==> src/rtl/psg_register_file.sv <==
// SN76489-style write decoder and register bank: latch/data byte protocol, tone/atten/noise registers.
// Optional READY busy handshake is built only when PSG_READY_EN is defined.
module psg_register_file #(
    parameter int unsigned READY_CYCLES = 32
) (
    input  logic       clk,
    input  logic       reset_n,
    input  logic       we_n,
    input  logic [7:0] data,
    output logic       ready,
    output logic [9:0] tone0,
    output logic [9:0] tone1,
    output logic [9:0] tone2,
    output logic [3:0] atten0,
    output logic [3:0] atten1,
    output logic [3:0] atten2,
    output logic [3:0] atten3,
    output logic [2:0] noise_ctrl,
    output logic       noise_restart
);

    logic       accept;
    logic [2:0] latch_q;
    logic [2:0] addr;
    logic [9:0] tone_q  [3];
    logic [3:0] atten_q [4];

    assign accept = ~we_n & ready;
    // A latch byte carries its own address; a data byte reuses the stored one.
    assign addr   = data[7] ? data[6:4] : latch_q;

    always_ff @(posedge clk or negedge reset_n) begin
        if (!reset_n) begin
            latch_q       <= 3'b000;
            tone_q[0]     <= '0;
            tone_q[1]     <= '0;
            tone_q[2]     <= '0;
            atten_q[0]    <= 4'hF;
            atten_q[1]    <= 4'hF;
            atten_q[2]    <= 4'hF;
            atten_q[3]    <= 4'hF;
            noise_ctrl    <= 3'b000;
            noise_restart <= 1'b0;
        end else begin
            noise_restart <= 1'b0;
            if (accept) begin
                if (data[7]) latch_q <= addr;
                case (addr)
                    3'b000, 3'b010, 3'b100: begin
                        if (data[7]) tone_q[addr[2:1]][3:0] <= data[3:0];
                        else         tone_q[addr[2:1]][9:4] <= data[5:0];
                    end
                    3'b110: begin
                        noise_ctrl    <= data[2:0];
                        noise_restart <= 1'b1;
                    end
                    default: atten_q[addr[2:1]] <= data[3:0];
                endcase
            end
        end
    end

    assign tone0  = tone_q[0];
    assign tone1  = tone_q[1];
    assign tone2  = tone_q[2];
    assign atten0 = atten_q[0];
    assign atten1 = atten_q[1];
    assign atten2 = atten_q[2];
    assign atten3 = atten_q[3];

`ifdef PSG_READY_EN
    typedef enum logic {IDLE, BUSY} state_t;

    state_t     state_q, state_d;
    logic [7:0] cnt_q, cnt_d;

    always_ff @(posedge clk or negedge reset_n) begin
        if (!reset_n) begin
            state_q <= IDLE;
            cnt_q   <= 8'd0;
        end else begin
            state_q <= state_d;
            cnt_q   <= cnt_d;
        end
    end

    always_comb begin
        state_d = state_q;
        cnt_d   = cnt_q;
        case (state_q)
            IDLE: begin
                if (accept) begin
                    state_d = BUSY;
                    cnt_d   = 8'(READY_CYCLES);
                end
            end
            BUSY: begin
                cnt_d = cnt_q - 8'd1;
                if (cnt_d == 8'd0) state_d = IDLE;
            end
            default: state_d = IDLE;
        endcase
    end

    assign ready = (state_q == IDLE);
`else
    logic unused_ready_cycles;
    assign unused_ready_cycles = ^READY_CYCLES;
    assign ready = 1'b1;
`endif

endmodule

==> config.mk <==
export PLATFORM = sky130hd
export DESIGN_NAME = psg_register_file
export DESIGN_NICKNAME = d
export VERILOG_FILES = /design/src/rtl/psg_register_file.sv
export SDC_FILE = /design/constraint.sdc
export NUM_CORES = 1
export LEC_CHECK = 0
export ABC_AREA = 0
export ABC_CLOCK_PERIOD_IN_PS = 3800
export BUFFER_PORTS_ARGS = -buffer_cell sky130_fd_sc_hd__buf_2
export CORE_MARGIN = 2
export CORE_UTILIZATION = 55
export CTS_CLUSTER_SIZE = 8
export DETAILED_ROUTE_END_ITERATION = 16
export PLACE_DENSITY = 0.84
export SYNTH_ARGS = -nofsm -noshare
export SYNTH_HDL_FRONTEND = slang
export SYNTH_SLANG_ARGS = --single-unit
==> constraint.sdc <==
create_clock -name clk -period 3.8 [get_ports clk]
set_clock_uncertainty 0.15 [all_clocks]
set_input_delay 0.57 -clock clk [delete_from_list [all_inputs] [get_ports clk]]
set_output_delay 0.57 -clock clk [all_outputs]
set_load 0.05 [all_outputs]
**Word-level counts from Yosys, hierarchy flattened**

Cells that the tools add are included.

- Register bits after elaboration: 53
- Bits of input ports: 11
- Output and inout bits: 51

- $lt $le $gt $ge: 2
- Eq/ne operators: 3
- Multiplexer cells: 13
- Bitwise logic cells: 3
- Reduce and logical (&&, ||, !) cells: 8

Operator list:

| cell | number |
|---|---|
| bitwise mux 30 bit | 2 |
| demux 10 bit (select 2 bit) | 2 |
| 2-to-1 mux 30 bit | 1 |
| bitwise mux 16 bit | 1 |
| 2-to-1 mux 10 bit | 1 |
| demux 4 bit (select 2 bit) | 1 |
| 2-to-1 mux 4 bit | 2 |
| AND reduction 2 bit | 4 |
| == test 3 bit, second input constant | 2 |
| OR reduction 4 bit | 1 |
| == test 3 x 2 -> 1 bit, second input constant | 1 |
| >= comparator 3 bit, second input constant | 1 |
| logical NOT 3 bit | 1 |
| < comparator 3 x 1 -> 1 bit, second input constant | 1 |
| 2-to-1 mux 3 bit | 1 |
| inverter 2 -> 3 bit | 1 |
| OR reduction 3 bit | 1 |
| 2-to-1 mux 1 bit | 2 |
| inverter 1 bit | 2 |
| logical AND 1 bit | 1 |

**Logic depth before layout (Yosys ltp)**

Gate-level depths: netlist of run 1.

- Depth in word-level cells: 8
- Gate-level depth with buffers: 5

**Least setup slack after synthesis of run 1**

No wires, ideal clock.

- Path type: input-to-reg
- From: in data[5]
- To: reg tone_q (netlist bit tone0[0])
- Library setup time: 0.125 ns
- Arrival time: 1.628 ns
- Required time: 3.525 ns
- Setup slack: 1.897 ns
- Stages: 4
- Path buffers: 1
- Path through: clkbuf_1 > nor4b_1 > and2b_1 > mux2_2

- Cells in the longest elaborated chain, start to end: 8
- Elaborated cells on any way between the ends: 16
- Those cells by class: 2 x order compare; 2 x eq/ne; 7 x mux; 1 x bitwise; 4 x reduce/logical

RTL lines:

| what | line | source |
|---|---|---|
| start: declaration | 9 | `input logic [7:0] data,` |
| 2-to-1 mux 3 bit * | 30 | `assign addr = data[7] ? data[6:4] : latch_q;` |
| inverter 2 -> 3 bit (implied by the code) | 50, 51 |  |
| >= comparator 3 bit (implied by the code) / < comparator 3 x 1 -> 1 bit (equally long branches) | 50 | `if (data[7]) tone_q[addr[2:1]][3:0] <= data[3:0];` |
| logical AND 1 bit (implied by the code) | 50 |  |
| 2-to-1 mux 4 bit (implied by the code) | 50 |  |
| demux 10 bit (select 2 bit) | 50 |  |
| bitwise mux 30 bit | 50 |  |
| 2-to-1 mux 30 bit | 50 |  |
| end signal: indexed assignment | 50 |  |
| end signal: indexed assignment | 51 | `else tone_q[addr[2:1]][9:4] <= data[5:0];` |
| end: declaration | 25 | `logic [9:0] tone_q [3];` |

Mark *: on every way between the ends. The rest lies on a longest branch, timed or not.
A chain may end at the register's enable or synchronous reset.

**Worst setup path in the final report of run 1**

- From: reg latch_q[1]
- To: reg tone_q (netlist bit tone0[7])

- Cells in the longest elaborated chain, start to end: 8
- Elaborated cells on any way between the ends: 16
- Those cells by class: 2 x order compare; 2 x eq/ne; 7 x mux; 1 x bitwise; 4 x reduce/logical

RTL lines:

| what | line | source |
|---|---|---|
| start: declaration | 23 | `logic [2:0] latch_q;` |
| start signal: assignment | 47 | `if (data[7]) latch_q <= addr;` |
| 2-to-1 mux 3 bit * | 30 |  |
| inverter 2 -> 3 bit (implied by the code) | 50, 51 |  |
| >= comparator 3 bit (implied by the code) / < comparator 3 x 1 -> 1 bit (equally long branches) | 51 |  |
| logical AND 1 bit (implied by the code) | 51 |  |
| 2-to-1 mux 10 bit (implied by the code) | 51 |  |
| demux 10 bit (select 2 bit) | 51 |  |
| bitwise mux 30 bit | 51 |  |
| 2-to-1 mux 30 bit | 50 |  |

Marks and branches as above.

==> summary.md, run 1 <==
| Metric | Value |
|---|---|
| Status | completed |
| Register area share after synthesis | 62.0% |
| Multi-input logic area | 786 sq um |
| Post-route ant nets | 0 |
| Residual DRC | 0 |
| Endpoint class of the critical path | flop |
| Clk pin slew, worst setup/hold paths | 90 ps |
| Clock share of power | 15.6% |
| DR WL met2 | 1900 um |
| Final hold vios | 0 |
| Slowest stage delay, CP | 460 ps |
| Synth Instances | 139 |
| Root Driver | clkbuf_8 |
| Area leader, netlist | dfrtp_1 |
| Ports | 62 |
| Slowest CP cell | nor2b_1 |
| Logic pwr share | 47.4% |
| Fin util | 70.2% |
| CTS Buf Count | 5 |
| CP cell instances | nor4_1, nor2b_1, mux2_2 |
| Hold-fix buffers at CTS | 0 |
| Max Slew Vio Count | 0 |
| Final Critical Period | 1900 ps |
| CTS tree | done |
| Htree depth | 2 |
| Core Area | 3720 sq um |
| Max Cap Viol | 0 |
| Worst Path Required | 3830 ps |
| Post_cts resized | 0 |
| Total number of yosys warnings | 0 |
| Hold crit path type | in2async |
| Largest net degree at the start of global routing | 54 |
| Power Density | 938 nW/um^2 |
| Row Count | 22 |
| Worst Setup SP | latch_q[1] |
| Net Count, Synth | 150 |
| Via count | 1390 |
| NetSw | 1130 uW |
| Placed inst area | 2490 sq um |
| 1st-pass router iterations | 4 |
| Period utilization | 50.0% |
| Total GRT Usage | 20.6% |
| DR WL/cell | 16.6 um |
| Critical Path AT | 1940 ps |
| Hold Worst Slack | 330 ps |
| # clock sinks | 53 |
| Routed wire length | 4090 um |
| Clk buf depth | 2 |
| Top cell type's share of synthesized area | 42.6% |
| Fmax | 526 MHz |
| First DRT Iteration DRCs | 63 |
| Layout Nets | 208 |
| Setup TNS | 0 ps |
| CP bufs+invs | 0 |
| Critical path's top delay family | simple AND/OR/NAND/NOR gates |
| Syn avg cell area | 15.6 sq um |
| Reg-to-reg endpoint | tone0[7] |
| Total grt overflow | 0 |
| Filler cells | 270 |
| Final instance count without filler cells | 246 |
| FF+latch area | 1350 sq um |
| Ant diodes | 0 |
| Postcts setup bufs | 0 |
| P&R area growth vs syn | 20.1% |
| Initial antenna violation count | 0 |
| Cell area after layout | 2610 sq um |
| Mapped Area | 2170 sq um |
| Detailed placement HPWL | 2910 um |
| Crit Path Class | reg2reg |
| Synth top area cells | dfrtp_1, mux2_2, dfstp_2, a211oi_2, nand3b_1 |
| RR Startpoint | latch_q[1] |
| Seq cells post-synth | 53 |
| Setup violations, final | 0 |
| Sequential fraction of design power | 37.1% |
| Crit path max fanout | 6 |
| Worst VDD drop | 0.000551 V |
| Reg2Reg Depth | 3 |
| Worst-Margin Slew | 1120 ps |
| Die Wd | 66.8 um |
| GP Congestion | 0.741 |
| Placed cell count | 238 |
| Share of cells above drive strength 1 | 70.2% |
| Vias per inst | 5.65 |
| Initial core utilization | 58.5% |
| Leak | 0.00121 uW |
| RSZ-0062 raised after global routing | no |
| Max-slew headroom | 25.4% |
| Synth unique cells | 23 |
| Pint | 1310 uW |
| I/O Buffers | 60 |
| Met3 WL | 300 um |
| Die area | 4470 sq um |
| R2R Setup Slk | 1900 ps |
| CP Launch Type | flop |
| Switch share | 46.3% |
| Highest metal used | met4 |
| Die H | 66.8 um |
| First-pass GRT wire length | 6690 um |
| Clock latency on the worst-skew pair | 300 ps |
| Met1 Routed Length | 1850 um |
| Number of global-route vias before repair | 1342 |
==> power by group through the flow <==
stage | clock network, uW | logic (uW) | registers, uW
5_1_grt | 421 | 1200 | 936
3_3_place_gp | 0 | 1150 | 904
3_5_place_dp | 0 | 1170 | 919
6_report | 381 | 1160 | 907
2_1_floorplan | 0 | 208 | 1620
4_1_cts | 388 | 1170 | 909
==> synthesized netlist by cell type <==
master / instances
mux2_2: 53
dfrtp_1: 37
dfstp_2: 16
clkbuf_1: 5
a211oi_2: 3
nand3b_1: 3
and2b_1: 2
buf_2: 2
mux2i_1: 2
nand2_1: 2
nor4b_1: 2
buf_1: 1
buf_4: 1
conb_1: 1
nand3_1: 1
nand4bb_1: 1
nor2b_1: 1
nor3_1: 1
nor4_1: 1
nor4bb_1: 1
o21ai_1: 1
o21bai_1: 1
or3b_1: 1
==> flip-flops by register name, summed over array words and instances (netlist names) <==
register	count
atten0	4
atten1	4
atten2	4
atten3	4
latch_q	3
noise_ctrl	3
noise_restart	1
tone0	10
tone1	10
tone2	10
==> placed cells by master, fill, tap and decap left out <==
cell type	Yosys	routed
or3b_1	1	1
o21ai_1	1	1
nand2_1	2	2
bufinv_16	0	1
buf_2	2	60
nand3b_1	3	3
dfrtp_1	37	37
nor2b_1	1	1
mux2_2	53	53
a211oi_2	3	3
o21bai_1	1	1
conb_1	1	1
nor4bb_1	1	1
clkbuf_1	5	1
clkbuf_8	0	6
nand3_1	1	1
dfstp_2	16	16
nor4_1	1	1
mux2i_1	2	2
nand4bb_1	1	1
nor4b_1	2	2
nor3_1	1	1
and2b_1	2	2
==> worst max path at each step <==
stage          cells after the start  endpoint  slack [ps]
2_1_floorplan                      4  tone0[0]        1900
3_3_place_gp                       4  tone0[5]        1650
3_5_place_dp                       4  tone0[7]        1610
4_1_cts                            3  tone0[7]        1910
5_1_grt                            3  tone0[8]        1790
6_report                           3  tone0[7]        1900
==> layout make-up <==
type	count	share of cell area (%)
clock buffers	7	3.31
clock inverters	1	1.15
multi-input cells	77	30.1
flip-flops and latches	53	51.6
well taps	48	2.30
repair buffers	60	11.5
==> cell families (layout without fill, tap and decap cells) <==
kind of cell / after synthesis / after routing / share of synthesized area (%)
other: 1 / 1 / 0.173
AOI/OAI and AO/OA: 5 / 5 / 2.30
buffers and inverters: 9 / 68 / 1.84
and+or+nand+nor: 16 / 16 / 5.30
DFF: 53 / 53 / 62.0
muxes: 55 / 55 / 28.4
==> per-stage QoR <==
stage          power (uW)  setup slack [ps]
2_1_floorplan        1830              1900
3_3_place_gp         2050              1650
3_5_place_dp         2090              1610
4_1_cts              2470              1910
5_1_grt              2560              1790
6_report             2450              1900
==> layer usage <==
metal	track usage, %	vias up
met5	0	-
met4	5.87	0
met3	5.74	6
met2	32.3	55
met1	28.2	719
li1	-	610
No activity file was read; power rests on OpenSTA's default activity.
==> inputs of run 2 (changes only) <==
--- a/config.mk
+++ b/config.mk
@@ -6,13 +6,13 @@
 export NUM_CORES = 1
 export LEC_CHECK = 0
 export ABC_AREA = 0
-export ABC_CLOCK_PERIOD_IN_PS = 3800
+export ABC_CLOCK_PERIOD_IN_PS = 1700
 export BUFFER_PORTS_ARGS = -buffer_cell sky130_fd_sc_hd__buf_2
 export CORE_MARGIN = 2
-export CORE_UTILIZATION = 55
+export CORE_UTILIZATION = 46
 export CTS_CLUSTER_SIZE = 8
 export DETAILED_ROUTE_END_ITERATION = 16
-export PLACE_DENSITY = 0.84
+export PLACE_DENSITY = 0.75
 export SYNTH_ARGS = -nofsm -noshare
 export SYNTH_HDL_FRONTEND = slang
 export SYNTH_SLANG_ARGS = --single-unit
==> constraint.sdc (replaced) <==
create_clock -name clk -period 1.7 [get_ports clk]
set_clock_uncertainty 0.15 [all_clocks]
set_input_delay 0.255 -clock clk [delete_from_list [all_inputs] [get_ports clk]]
set_output_delay 0.255 -clock clk [all_outputs]
set_load 0.05 [all_outputs]
==> summary.md, run 2 (synthesis results as in run 1) <==
| Metric | Value |
|---|---|
| Root Driver | clkbuf_8 |
| Reg-to-reg endpoint | atten1[0] |
| RSZ-0062 raised after global routing | yes |
| Initial antenna violation count | 0 (unchanged) |
| Final Critical Period | 1680 ps (-219 ps) |
| Final hold vios | 0 (unchanged) |
| Total GRT Usage | 18.1% (-2.5 points) |
| GP Congestion | 0.803 (+8.3%) |
| Layout Nets | 223 (+7.2%) |
| Hold path endpoint | latch_q[2] |
| Endpoint class of the critical path | flop |
| Largest net degree at the start of global routing | 54 (unchanged) |
| Filler cells | 340 (+26%) |
| NetSw | 2580 uW (+130%) |
| Worst Hold Depth | 2 |
| Hold Crit Start | data[6] |
| Leak | 0.00130 uW (+7.1%) |
| Total grt overflow | 0 (unchanged) |
| Clock share of power | 13.1% (-2.5 points) |
| Setup violations, final | 0 (unchanged) |
| Share of cells above drive strength 1 | 74.2% (+4.0 points) |
| Number of global-route vias before repair | 1503 (+12%) |
| Pint | 2860 uW (+120%) |
| Die H | 72.7 um (+8.8%) |
| Reg2Reg Depth | 4 (+1) |
| Status | completed |
| Final WS setup | 17.3 ps (-1880 ps) |
| Initial core utilization | 48.9% (-9.6 points) |
| Switch share | 47.4% (+1.1 points) |
| Routed wire length | 4610 um (+13%) |
| Critical Path AT | 1770 ps (-170 ps) |
| DR WL/cell | 17.4 um (+4.5%) |
| CP Launch Type | flop |
| Fmax | 594 MHz (+13%) |
| Max Cap Viol | 0 (unchanged) |
| First DRT Iteration DRCs | 86 (+37%) |
| Clk buf depth | 2 (unchanged) |
| 1st-pass router iterations | 6 (+2) |
| Placed inst area | 2590 sq um (+4.0%) |
| Via count | 1408 (+1.3%) |
| Residual DRC | 0 (unchanged) |
| Max Slew Vio Count | 0 (unchanged) |
| Ant diodes | 0 (unchanged) |
| Clock latency on the worst-skew pair | 290 ps (about the same) |
| Dpl ws | -134 ps (-1740 ps) |
| I/O Buffers | 60 (unchanged) |
| Most frequent cells in the layout | buf_2, mux2_2, dfrtp_1 |
| Post-route ant nets | 0 (unchanged) |
| Htree depth | 2 (unchanged) |
| Die area | 5290 sq um (+18%) |
| Clk pin slew, worst setup/hold paths | 90 ps (about the same) |
| Worst Path Required | 1780 ps (-2050 ps) |
| Sequential fraction of design power | 37.3% (+0.2 points) |
| R2R Setup Slk | 20 ps (-1880 ps) |
| Row Count | 24 (+9.1%) |
| Hold Worst Slack | 141 ps (-189 ps) |
| Detailed placement HPWL | 3260 um (+12%) |
| Cell area after layout | 2790 sq um (+7.0%) |
| Logic pwr share | 49.6% (+2.2 points) |
| Most common cell after layout, fill and taps aside | buf_2 |
| Power Density | 1950 nW/um^2 (+110%) |
| Hold crit path type | in2reg |
| First-pass GRT wire length | 7310 um (+9.3%) |
| Die Wd | 72.7 um (+8.8%) |
| Core Area | 4440 sq um (+20%) |
| Crit path max fanout | 5 (-1) |
| RR Startpoint | latch_q[1] |
| P&R area growth vs syn | 28.5% |
| Period utilization | 99.0% (+49 points) |
| CTS tree | done |
| CTS Buf Count | 5 (unchanged) |
| # clock sinks | 53 (unchanged) |
| Crit Path Class | reg2reg |
| Vias per inst | 5.31 (-6.0%) |
| Worst VDD drop | 0.000698 V (+27%) |
| Ports | 62 (unchanged) |
| Total Power | 5440 uW (+120%) |
==> run 2: through the flow <==
| step | util [%] | TNS, ps | cells |
|---|---|---|---|
| 4_1_cts | 61.7 | -146 | 264 |
| 6_report | 62.8 | 0 | 265 |
| 2_1_floorplan | - | 0 | 139 |
| 3_3_place_gp | 58.3 | -628 | 253 |
| 5_1_grt | 62.8 | -67.9 | 265 |
| 3_5_place_dp | 58.3 | -1770 | 253 |
==> run 2: critical path, stage by stage (launching register included) <==
cell and delay, ps:
dfrtp_2 410, or3b_4 400, a211oi_4 210, buf_6 150, mux2_4 300
==> run 2: repair_timing <==
item	in CTS	in global routing
pin swaps	2	4
setup buffers	2	1
endpoints found under the setup margin	10	27
gates resized for setup	8	9
hold endpoints to repair	37	0
hold buffers	1	0
==> run 2: worst max-delay path by stage <==
| stage | start | endpoint | slack [ps] | cells past startpoint |
|---|---|---|---|---|
| after global routing | latch_q[0] | tone1[7] | -10 | 3 |
| final | latch_q[1] | atten1[0] | 20 | 4 |
| after CTS | latch_q[1] | atten1[0] | -40 | 4 |
| after detailed placement | data[7] | atten1[0] | -130 | 4 |
| after global placement | data[5] | tone0[3] | -70 | 5 |
| after floorplan | latch_q[2] | atten1[0] | 4 | 3 |
==> run 2: cell type report <==
| cell class | count | area [sq um] | share of cell area (%) |
|---|---|---|---|
| clock buffer | 8 | 90.1 | 3.23 |
| multi-input combinational | 77 | 851 | 30.5 |
| tap | 52 | 65.1 | 2.33 |
| sequential | 53 | 1350 | 48.3 |
| timing repair buffer | 75 | 435 | 15.6 |
==> run 2: layer usage <==
layer | vias up | track usage (%) | share of wire [%]
met5 | - | 0 | 0
met4 | 0 | 4.94 | 1.2
met3 | 4 | 3.87 | 4.0
met2 | 42 | 31.1 | 52
met1 | 724 | 23.3 | 43
li1 | 638 | - | -
==> run 2: power by group through the flow <==
stage          Combinational [uW]  Clock, uW  Sequential (uW)
3_3_place_gp                 2610          0             2020
4_1_cts                      2700        727             2030
3_5_place_dp                 2650          0             2050
6_report                     2700        711             2030
2_1_floorplan                 464          0             3620
5_1_grt                      2790        786             2100
